File: config.mk
export PLATFORM = sky130hd
export DESIGN_NAME = mc_controller_flat
export DESIGN_NICKNAME = d
export VERILOG_FILES = /design/src/rtl/mc_pkg.sv /design/src/rtl/mc_if.sv /design/src/rtl/condcheck.sv /design/src/rtl/mc_mainfsm.sv /design/src/rtl/mc_controller.sv /design/src/flat_wrapper.sv
export SDC_FILE = /design/constraint.sdc
export NUM_CORES = 1
export LEC_CHECK = 0
export BUFFER_PORTS_ARGS = -buffer_cell sky130_fd_sc_hd__buf_4
export CAP_MARGIN = 5
export CORE_MARGIN = 1.5
export CORE_UTILIZATION = 50
export DETAILED_ROUTE_END_ITERATION = 6
export GPL_TIMING_DRIVEN = 1
export PLACE_DENSITY = 0.94
export SETUP_SLACK_MARGIN = 0.4
export SYNTH_ARGS = -nofsm -noshare
export SYNTH_HDL_FRONTEND = slang
export SYNTH_SLANG_ARGS = --single-unit
File: constraint.sdc
create_clock -name clk -period 4.1 [get_ports clk]
set_input_delay 0.82 -clock clk [delete_from_list [all_inputs] [get_ports clk]]
set_output_delay 0.82 -clock clk [all_outputs]
set_load 0.01 [all_outputs]
File: src/rtl/mc_pkg.sv
// Shared types and encodings for the multicycle ARM-subset control unit.
package mc_pkg;

  localparam int unsigned COND_W  = 4;
  localparam int unsigned OP_W    = 2;
  localparam int unsigned FUNCT_W = 6;
  localparam int unsigned REG_W   = 4;
  localparam int unsigned FLAGS_W = 4;
  localparam int unsigned CMD_W   = 4;

  typedef enum logic [3:0] {
    S_FETCH,
    S_DECODE,
    S_MEMADR,
    S_MEMRD,
    S_MEMWB,
    S_MEMWR,
    S_EXECUTER,
    S_EXECUTEI,
    S_ALUWB,
    S_BRANCH,
    S_UNKNOWN
  } statetype;

  localparam logic [OP_W-1:0] OP_DP  = 2'b00;
  localparam logic [OP_W-1:0] OP_MEM = 2'b01;
  localparam logic [OP_W-1:0] OP_BR  = 2'b10;
  localparam logic [OP_W-1:0] OP_UND = 2'b11;

  localparam logic [1:0] ALU_ADD = 2'b00;
  localparam logic [1:0] ALU_SUB = 2'b01;
  localparam logic [1:0] ALU_AND = 2'b10;
  localparam logic [1:0] ALU_ORR = 2'b11;

  localparam logic [1:0] RES_ALUOUT    = 2'b00;
  localparam logic [1:0] RES_DATA      = 2'b01;
  localparam logic [1:0] RES_ALURESULT = 2'b10;

  localparam logic [1:0] SRCB_RD2  = 2'b00;
  localparam logic [1:0] SRCB_IMM  = 2'b01;
  localparam logic [1:0] SRCB_FOUR = 2'b10;

  localparam logic [CMD_W-1:0] CMD_AND = 4'b0000;
  localparam logic [CMD_W-1:0] CMD_SUB = 4'b0010;
  localparam logic [CMD_W-1:0] CMD_ADD = 4'b0100;
  localparam logic [CMD_W-1:0] CMD_CMP = 4'b1010;
  localparam logic [CMD_W-1:0] CMD_ORR = 4'b1100;

  // Ungated per-state controls produced by the sequencing FSM.
  typedef struct packed {
    logic       pc_update;
    logic       irwrite;
    logic       adrsrc;
    logic       alusrca;
    logic [1:0] alusrcb;
    logic [1:0] resultsrc;
    logic       regw;
    logic       memw;
    logic       branch;
    logic       alu_op;
  } raw_ctrl_t;

endpackage

File: src/rtl/mc_if.sv
// Instruction-field inputs and datapath control outputs of the control unit.
interface mc_if;
  import mc_pkg::*;

  logic [COND_W-1:0]  Cond;
  logic [OP_W-1:0]    Op;
  logic [FUNCT_W-1:0] Funct;
  logic [REG_W-1:0]   Rd;
  logic [FLAGS_W-1:0] ALUFlags;

  logic       PCWrite;
  logic       AdrSrc;
  logic       MemWrite;
  logic       IRWrite;
  logic [1:0] ResultSrc;
  logic       ALUSrcA;
  logic [1:0] ALUSrcB;
  logic [1:0] ALUControl;
  logic [1:0] ImmSrc;
  logic [1:0] RegSrc;
  logic       RegWrite;

  modport master (
    output Cond, Op, Funct, Rd, ALUFlags,
    input  PCWrite, AdrSrc, MemWrite, IRWrite, ResultSrc, ALUSrcA,
           ALUSrcB, ALUControl, ImmSrc, RegSrc, RegWrite
  );

  modport slave (
    input  Cond, Op, Funct, Rd, ALUFlags,
    output PCWrite, AdrSrc, MemWrite, IRWrite, ResultSrc, ALUSrcA,
           ALUSrcB, ALUControl, ImmSrc, RegSrc, RegWrite
  );
endinterface

File: src/rtl/condcheck.sv
// ARM condition-code evaluation against stored {N,Z,C,V} flags.
module condcheck (
  input  logic [3:0] cond,
  input  logic [3:0] flags,
  output logic       cond_ex
);
  logic n, z, c, v, ge;

  always_comb begin
    {n, z, c, v} = flags;
    ge           = (n == v);
    cond_ex      = 1'b0;
    case (cond)
      4'b0000: cond_ex = z;
      4'b0001: cond_ex = ~z;
      4'b0010: cond_ex = c;
      4'b0011: cond_ex = ~c;
      4'b0100: cond_ex = n;
      4'b0101: cond_ex = ~n;
      4'b0110: cond_ex = v;
      4'b0111: cond_ex = ~v;
      4'b1000: cond_ex = c & ~z;
      4'b1001: cond_ex = ~(c & ~z);
      4'b1010: cond_ex = ge;
      4'b1011: cond_ex = ~ge;
      4'b1100: cond_ex = ~z & ge;
      4'b1101: cond_ex = ~(~z & ge);
      4'b1110: cond_ex = 1'b1;
      default: cond_ex = 1'b0;
    endcase
  end
endmodule

File: src/rtl/mc_mainfsm.sv
// Instruction-sequencing FSM: state register, next state and raw per-state controls.
module mc_mainfsm
  import mc_pkg::*;
(
  input  logic            clk,
  input  logic            rst,
  input  logic [OP_W-1:0] op,
  input  logic            i_bit,
  input  logic            l_bit,
  output statetype        state_q,
  output raw_ctrl_t       ctrl_c
);
  statetype state_d;

  always_ff @(posedge clk or posedge rst) begin
    if (rst) state_q <= S_FETCH;
    else     state_q <= state_d;
  end

  always_comb begin
    state_d = S_FETCH;
    ctrl_c  = '0;
    case (state_q)
      S_FETCH: begin
        state_d           = S_DECODE;
        ctrl_c.pc_update  = 1'b1;
        ctrl_c.irwrite    = 1'b1;
        ctrl_c.alusrca    = 1'b1;
        ctrl_c.alusrcb    = SRCB_FOUR;
        ctrl_c.resultsrc  = RES_ALURESULT;
      end
      S_DECODE: begin
        ctrl_c.alusrca   = 1'b1;
        ctrl_c.alusrcb   = SRCB_FOUR;
        ctrl_c.resultsrc = RES_ALURESULT;
        case (op)
          OP_MEM:  state_d = S_MEMADR;
          OP_DP:   state_d = i_bit ? S_EXECUTEI : S_EXECUTER;
          OP_BR:   state_d = S_BRANCH;
          default: state_d = S_UNKNOWN;
        endcase
      end
      S_MEMADR: begin
        state_d        = l_bit ? S_MEMRD : S_MEMWR;
        ctrl_c.alusrcb = SRCB_IMM;
      end
      S_MEMRD: begin
        state_d       = S_MEMWB;
        ctrl_c.adrsrc = 1'b1;
      end
      S_MEMWB: begin
        ctrl_c.resultsrc = RES_DATA;
        ctrl_c.regw      = 1'b1;
      end
      S_MEMWR: begin
        ctrl_c.adrsrc = 1'b1;
        ctrl_c.memw   = 1'b1;
      end
      S_EXECUTER: begin
        state_d       = S_ALUWB;
        ctrl_c.alu_op = 1'b1;
      end
      S_EXECUTEI: begin
        state_d        = S_ALUWB;
        ctrl_c.alusrcb = SRCB_IMM;
        ctrl_c.alu_op  = 1'b1;
      end
      S_ALUWB: begin
        ctrl_c.resultsrc = RES_ALUOUT;
        ctrl_c.regw      = 1'b1;
      end
      S_BRANCH: begin
        ctrl_c.alusrcb   = SRCB_IMM;
        ctrl_c.resultsrc = RES_ALURESULT;
        ctrl_c.branch    = 1'b1;
      end
      default: state_d = S_FETCH;
    endcase
  end
endmodule

File: src/rtl/mc_controller.sv
// Multicycle control unit: field decode, condition flags and write gating
// around the sequencing FSM.
module mc_controller
  import mc_pkg::*;
(
  input  logic clk,
  input  logic reset,
  mc_if.slave  bus
);
  statetype        state;
  raw_ctrl_t       ctrl;
  logic [CMD_W-1:0] cmd;
  logic [1:0]      alu_dp;
  logic [1:0]      flagw_dp;
  logic [1:0]      flag_w;
  logic            nowrite;
  logic            s_bit;
  logic            regw;
  logic            pcs;
  logic            cond_ex_c;
  logic            cond_ex_r_d, cond_ex_r_q;
  logic [FLAGS_W-1:0] flags_d, flags_q;

  mc_mainfsm u_fsm (
    .clk     (clk),
    .rst     (reset),
    .op      (bus.Op),
    .i_bit   (bus.Funct[5]),
    .l_bit   (bus.Funct[0]),
    .state_q (state),
    .ctrl_c  (ctrl)
  );

  condcheck u_cond (
    .cond    (bus.Cond),
    .flags   (flags_q),
    .cond_ex (cond_ex_c)
  );

  // Data-processing command decode; CMP always updates all four flags.
  always_comb begin
    cmd      = bus.Funct[4:1];
    s_bit    = bus.Funct[0];
    alu_dp   = ALU_ADD;
    nowrite  = 1'b0;
    flagw_dp = 2'b00;
    case (cmd)
      CMD_ADD: begin alu_dp = ALU_ADD; flagw_dp = {s_bit, s_bit}; end
      CMD_SUB: begin alu_dp = ALU_SUB; flagw_dp = {s_bit, s_bit}; end
      CMD_AND: begin alu_dp = ALU_AND; flagw_dp = {s_bit, 1'b0}; end
      CMD_ORR: begin alu_dp = ALU_ORR; flagw_dp = {s_bit, 1'b0}; end
      CMD_CMP: begin alu_dp = ALU_SUB; flagw_dp = 2'b11; nowrite = 1'b1; end
      default: begin alu_dp = ALU_ADD; flagw_dp = 2'b00; nowrite = 1'b1; end
    endcase
  end

  always_comb begin
    flag_w      = ctrl.alu_op ? flagw_dp : 2'b00;
    regw        = ctrl.regw & ~((state == S_ALUWB) & nowrite);
    pcs         = ((bus.Rd == 4'd15) & regw) | ctrl.branch;
    cond_ex_r_d = (state == S_DECODE) ? cond_ex_c : cond_ex_r_q;
    flags_d     = flags_q;
    if (flag_w[1] & cond_ex_r_q) flags_d[3:2] = bus.ALUFlags[3:2];
    if (flag_w[0] & cond_ex_r_q) flags_d[1:0] = bus.ALUFlags[1:0];
  end

  always_ff @(posedge clk or posedge reset) begin
    if (reset) begin
      flags_q     <= '0;
      cond_ex_r_q <= 1'b0;
    end else begin
      flags_q     <= flags_d;
      cond_ex_r_q <= cond_ex_r_d;
    end
  end

  assign bus.PCWrite    = ctrl.pc_update | (pcs & cond_ex_r_q);
  assign bus.AdrSrc     = ctrl.adrsrc;
  assign bus.MemWrite   = ctrl.memw & cond_ex_r_q;
  assign bus.IRWrite    = ctrl.irwrite;
  assign bus.ResultSrc  = ctrl.resultsrc;
  assign bus.ALUSrcA    = ctrl.alusrca;
  assign bus.ALUSrcB    = ctrl.alusrcb;
  assign bus.ALUControl = ctrl.alu_op ? alu_dp : ALU_ADD;
  assign bus.ImmSrc     = bus.Op;
  assign bus.RegSrc     = {bus.Op == OP_MEM, bus.Op == OP_BR};
  assign bus.RegWrite   = regw & cond_ex_r_q;
endmodule

File: src/flat_wrapper.sv
// flat-port wrapper written by rule: the top's interface ports become plain ports
module mc_controller_flat import mc_pkg::*;
  (clk, reset, bus_Cond, bus_Op, bus_Funct, bus_Rd, bus_ALUFlags, bus_PCWrite, bus_AdrSrc, bus_MemWrite, bus_IRWrite, bus_ResultSrc, bus_ALUSrcA, bus_ALUSrcB, bus_ALUControl, bus_ImmSrc, bus_RegSrc, bus_RegWrite);
  mc_if bus_i ();
  input  logic clk;
  input  logic reset;
  input wire logic [$bits(bus_i.Cond)-1:0] bus_Cond;
  input wire logic [$bits(bus_i.Op)-1:0] bus_Op;
  input wire logic [$bits(bus_i.Funct)-1:0] bus_Funct;
  input wire logic [$bits(bus_i.Rd)-1:0] bus_Rd;
  input wire logic [$bits(bus_i.ALUFlags)-1:0] bus_ALUFlags;
  output wire logic [$bits(bus_i.PCWrite)-1:0] bus_PCWrite;
  output wire logic [$bits(bus_i.AdrSrc)-1:0] bus_AdrSrc;
  output wire logic [$bits(bus_i.MemWrite)-1:0] bus_MemWrite;
  output wire logic [$bits(bus_i.IRWrite)-1:0] bus_IRWrite;
  output wire logic [$bits(bus_i.ResultSrc)-1:0] bus_ResultSrc;
  output wire logic [$bits(bus_i.ALUSrcA)-1:0] bus_ALUSrcA;
  output wire logic [$bits(bus_i.ALUSrcB)-1:0] bus_ALUSrcB;
  output wire logic [$bits(bus_i.ALUControl)-1:0] bus_ALUControl;
  output wire logic [$bits(bus_i.ImmSrc)-1:0] bus_ImmSrc;
  output wire logic [$bits(bus_i.RegSrc)-1:0] bus_RegSrc;
  output wire logic [$bits(bus_i.RegWrite)-1:0] bus_RegWrite;
  assign bus_i.Cond = bus_Cond;
  assign bus_i.Op = bus_Op;
  assign bus_i.Funct = bus_Funct;
  assign bus_i.Rd = bus_Rd;
  assign bus_i.ALUFlags = bus_ALUFlags;
  assign bus_PCWrite = bus_i.PCWrite;
  assign bus_AdrSrc = bus_i.AdrSrc;
  assign bus_MemWrite = bus_i.MemWrite;
  assign bus_IRWrite = bus_i.IRWrite;
  assign bus_ResultSrc = bus_i.ResultSrc;
  assign bus_ALUSrcA = bus_i.ALUSrcA;
  assign bus_ALUSrcB = bus_i.ALUSrcB;
  assign bus_ALUControl = bus_i.ALUControl;
  assign bus_ImmSrc = bus_i.ImmSrc;
  assign bus_RegSrc = bus_i.RegSrc;
  assign bus_RegWrite = bus_i.RegWrite;
  mc_controller u_core (.clk(clk), .reset(reset), .bus(bus_i));
endmodule
-- After elaboration in Yosys (flattened, before gate mapping)
Index checks and enable logic that the tools add are counted.
- output and inout port bits: 16
- flip-flop bits (word level): 9
- word-level logic and storage cells: 88
- input port bits: 22
- reductions and logical operators: 14
- bitwise operators: 20
- mux-type cells: 19
- equal/unequal tests: 31
- operator list (cell ; count):
    equality test 4 bit (second input constant) ; 12
    equality test 4 x 3 -> 1 bit (second input constant) ; 9
    equality test 4 x 2 -> 1 bit (second input constant) ; 5
    one-hot mux 4 bit (5 select lines) ; 1
    one-hot mux 1 bit (15 select lines) ; 1
    OR reduction 2 bit ; 7
    zero test 4 bit ; 3
    one-hot mux 2 bit (3 select lines) ; 2
    one-hot mux 4 bit (3 select lines) ; 1
    AND 1 bit ; 10
    equality test 4 x 1 -> 1 bit (second input constant) ; 2
    two-way mux 1 bit ; 8
    inverter 1 bit ; 8
    one-hot mux 2 bit (2 select lines) ; 2
    two-way mux 2 bit ; 3
    OR reduction 3 bit ; 2
    OR reduction 4 bit ; 1
    two-way mux 3 bit ; 1
    equality test 2 x 1 -> 1 bit (second input constant) ; 1
    equality test 2 bit (second input constant) ; 1
    zero test 2 bit ; 1
    bitwise OR 1 bit ; 2
    equality test 1 bit ; 1

-- Logic depth before layout (Yosys ltp)
- word-level depth: 10
- mapped depth: 6
- depth with buffers taken out: 4

-- Hierarchy
A second synthesis with hierarchy kept.
- cells, all modules: 103
- area, all modules: 862.1 µm²
- modules (own cells, without submodules) (module ; cells an instance ; area each (µm²) ; times used):
    mc_controller ; 38 ; 395.4 ; 1
    mc_mainfsm ; 42 ; 319.1 ; 1
    condcheck ; 23 ; 147.6 ; 1

-- Worst setup path before layout
OpenSTA, ideal clock, no wires.
- kind: input port to output port
- start point: input port bus_Funct[1]
- end point: output port bus_RegWrite
- path slack: 1.433 ns
- path buffers: 0
- cell stages on the path: 3
- arrival time: 1.847 ns
- cells stage by stage: or3b_1 > or3_1 > a211oi_1
- cells in the longest elaborated chain, start to end: 7
- elaborated cells between the ends (all ways): 10
- RTL lines (item ; RTL line ; source):
    start: declaration ; flat_wrapper.sv:9 ; input wire logic [$bits(bus_i.Funct)-1:0] bus_Funct;
    equality test 4 x 3 -> 1 bit, or another cell as far along ; mc_controller.sv:47 ; case (cmd)
    OR reduction 4 bit (no source line) (*) ; n/a ;
    two-way mux 1 bit (*) ; mc_controller.sv:47 ;
    AND 1 bit (*) ; mc_controller.sv:59 ; regw = ctrl.regw & ~((state == S_ALUWB) & nowrite);
    inverter 1 bit (*) ; mc_controller.sv:59 ;
    AND 1 bit (*) ; mc_controller.sv:59 ;
    AND 1 bit (*) ; mc_controller.sv:87 ; assign bus.RegWrite = regw & cond_ex_r_q;
    end: declaration ; flat_wrapper.sv:22 ; output wire logic [$bits(bus_i.RegWrite)-1:0] bus_RegWrite;
Every way passes the cells marked *; elsewhere a longest branch is shown, timed or not.

-- Worst setup path in the final report
- start point: input port bus_Funct[1]
- end point: output port bus_PCWrite
- cells in the longest elaborated chain, start to end: 10
- elaborated cells between the ends (all ways): 13
- RTL lines (item ; RTL line ; source):
    equality test 4 x 3 -> 1 bit, or another cell as far along ; mc_controller.sv:47 ;
    OR reduction 4 bit (no source line) (*) ; n/a ;
    two-way mux 1 bit (*) ; mc_controller.sv:47 ;
    AND 1 bit (*) ; mc_controller.sv:59 ;
    inverter 1 bit (*) ; mc_controller.sv:59 ;
    AND 1 bit (*) ; mc_controller.sv:59 ;
    AND 1 bit (*) ; mc_controller.sv:60 ; pcs = ((bus.Rd == 4'd15) & regw) | ctrl.branch;
    bitwise OR 1 bit (*) ; mc_controller.sv:60 ;
    AND 1 bit (*) ; mc_controller.sv:77 ; assign bus.PCWrite = ctrl.pc_update | (pcs & cond_ex_r_q);
    bitwise OR 1 bit (*) ; mc_controller.sv:77 ;
    end: declaration ; flat_wrapper.sv:12 ; output wire logic [$bits(bus_i.PCWrite)-1:0] bus_PCWrite;
Marks and branches as above.

==> key figures <==
Flow run
  – Max cap viols: 0

Timing
  – Max frequency: 342.7 MHz
  – Final Cycle Share: 0.7116
  – RSZ-0062 raised after global routing: no
  – Setup TNS Final: 0 ns
  – Final setup vio count: 0
  – Max-slew violation count: 0
  – Setup ws final: 1.182 ns
  – Relative max-transition margin: 0.7304
  – Clock skew: 0.006317 ns
  – Worst Tran Pin Value: 0.3987 ns
  – Hold Vio Cnt, Final: 0
  – Final Critical Period: 2.918 ns

Place
  – DP Worst Slack: 1.205 ns
  – Placed cells: 152
  – DP HPWL: 1755 um
  – Number of I/O port buffers: 37
  – RD Place Congestion: 0.8416

Setup path
  – Critical Path Slowest Stage Cell: or3b_1
  – CP Data Arrival Time: 2.10 ns
  – CP Launch Type: primary input
  – Top cell by count, worst path: buf_4
  – Critical path capture point type: primary output
  – Crit path kind: primary input to primary output
  – CP Max Fanout: 3
  – Setup crit end: bus_PCWrite
  – R2R cell count: 4
  – R2R Path End: u_core.flags_q[2]
  – R2R setup slack: 1.90 ns
  – RR Startpoint: u_core.u_fsm.state_q[1]
  – Worst EP required: 3.28 ns
  – CP cell instances: buf_4 > or3b_1 > o32a_2 > o22a_1 > o21bai_1 > buf_4
  – Critical Path Start: bus_Funct[1]
  – Critical Path Max Stage Delay: 0.37 ns

Synth
  – Asr flop ratio synth: 1.000
  – Main flop type after synthesis: dfrtp_1
  – Post-synth top area cell: dfrtp_1
  – Warnings from Yosys: 0
  – Syn Area/Cell: 8.174 um^2
  – #FFs+latches synth: 9
  – Largest cells by area after synthesis: dfrtp_1, nor2b_1, nor2_1
  – Synthesized area: 874.6 um^2
  – Yosys top cell area share: 0.2575
  – Commonest cells in the netlist: nor2_1, dfrtp_1, nor2b_1
  – Syn Inst Count: 107
  – Cell variety after synth: 47
  – Seq/Total Area, Yosys: 0.2575
  – Syn nets: 129
  – Most frequent cell after synthesis: nor2_1
  – Number of synthesized flops with an enable pin: 0

Detailed routing
  – TritonRoute pass-1 iters: 4
  – Antenna Nets Post-Route: 0
  – Routed WL: 2210 um
  – Vias per inst: 6.058
  – DRT iter0 DRCs: 24
  – Routed length per instance: 14.17 um
  – Detailed-route DRC error count: 0
  – Routed vias: 945

Floorplan
  – Die area: 2009 um^2
  – Boundary Pins: 38
  – Core ar.: 1577 um^2
  – Die Ht: 44.83 um
  – Starting Density: 0.5548
  – Row count: 14
  – Horiz. Die Dim: 44.83 um

CTS
  – Resize count post-CTS: 0
  – Max H-tree Level: 1
  – CTS tree: yes
  – Clk root buf: clkbuf_4
  – CTS max path bufs: 2
  – Hold-fix buffers at CTS: 0
  – CTS Buf Count: 3
  – Worst-Skew Late Latency: 0.27 ns
  – Post-CTS setup buffers: 0
  – Worst-path clk slew: 0.06 ns
  – Clock sinks: 9

Finish
  – Fraction of layout cells with a size suffix above 1: 0.3786
  – Diode count: 0
  – Final nets: 163
  – Layout area overhead: 32.47%
  – Fin cells: 156
  – Final core occ: 0.7349

Global routing
  – Vias in the first global route: 803
  – GRT Overall Usage: 0.2410
  – Initial antenna violation count: 0
  – Largest net degree at the start of global routing: 12
  – Grt total ovfl: 0
  – First-pass GRT wire length: 3532 um

Power
  – Pwr Density: 611.6 nW/um^2
  – Leak pwr: 0.5255 nW
  – IR drop worst, VDD: 0.0003973 V

Worst hold path
  – HP Class: primary input to asynchronous set/reset pin

Run status
  – Run status: completed
through the flow:
step | cell area [um^2] | hold WS (ns) | total power, mW
6_report | 1159 | 0.5022 | 0.7086
4_1_cts | 1159 | 0.5029 | 0.7071
3_5_place_dp | 1131 | 0.5585 | 0.6346
3_3_place_gp | 1131 | 0.5585 | 0.6146
5_1_grt | 1159 | 0.5175 | 0.7569
2_1_floorplan | 874.6 | 0.4993 | 0.4773
where the power goes:
part           total, mW  switching, mW  internal (mW)
combinational      0.431          0.204          0.227
clock             0.0683         0.0323         0.0360
sequential         0.209         0.0799          0.130
total              0.709          0.316          0.393
worst min-delay path by stage:
stage                                 start                       to  slack [ns]  cells after the start
finish                                reset  u_core.u_fsm.state_q[0]        0.50                      2
global route                          reset        u_core.flags_q[1]        0.52                      2
CTS                                   reset        u_core.flags_q[1]        0.50                      2
detailed placement  u_core.u_fsm.state_q[3]  u_core.u_fsm.state_q[3]        0.56                      1
global placement    u_core.u_fsm.state_q[3]  u_core.u_fsm.state_q[3]        0.56                      1
floorplan           u_core.u_fsm.state_q[3]  u_core.u_fsm.state_q[3]        0.50                      1
layout make-up:
class                   instances  area [um^2]
multi-input cells              85        589.3
fillers                       132        417.9
repair buffers                 37        277.8
flip-flops and latches          9        225.2
clock buffers                   3        22.52
well taps                      16        20.02
inverters                       5        18.77
clock inverters                 1        5.005
state kept, by name (all words and copies together) (netlist names):
register,count
u_core.flags_q,4
u_core.u_fsm.state_q,4
u_core.cond_ex_r_q,1
placed cells by master (no fill, tap or decap), drive strengths merged, types with 3 or more instances in the layout:
cell type,synthesis,routed
nor2,12,12
a21oi,5,5
buf,3,37
nor2b,9,9
nor3b,3,3
or4,3,3
clkbuf,5,3
nand2,5,5
a211oi,3,3
nand2b,3,3
dfrtp,9,9
nor3,4,4
inv,4,4
mux2,5,5
worst max-delay path, delay by kind of cell:
kind | cells | cell delay [ns]
AOI/OAI and AO/OA | 3 | 0.62
and+or+nand+nor | 1 | 0.37
buffers and inverters | 2 | 0.27
per-layer routing:
metal,vias up,share of wire,GRT usage,wire length (um)
met1,452,0.43,0.2967,955
met3,2,0.053,0.05200,118
met2,33,0.51,0.4116,1126
met5,-,0,0,0
li1,458,-,-,-
met4,0,0.0045,0.09412,10
kinds of logic after synthesis:
family                    Yosys count  synth area share
and+or+nand+nor                    52            0.3591
xor gates and xnor gates            3           0.03005
buffers and inverters              13           0.06866
AOI/OAI and AO/OA                  24            0.2003
muxes                               6           0.08441
DFF                                 9            0.2575
(Power assumes the default switching activity.)
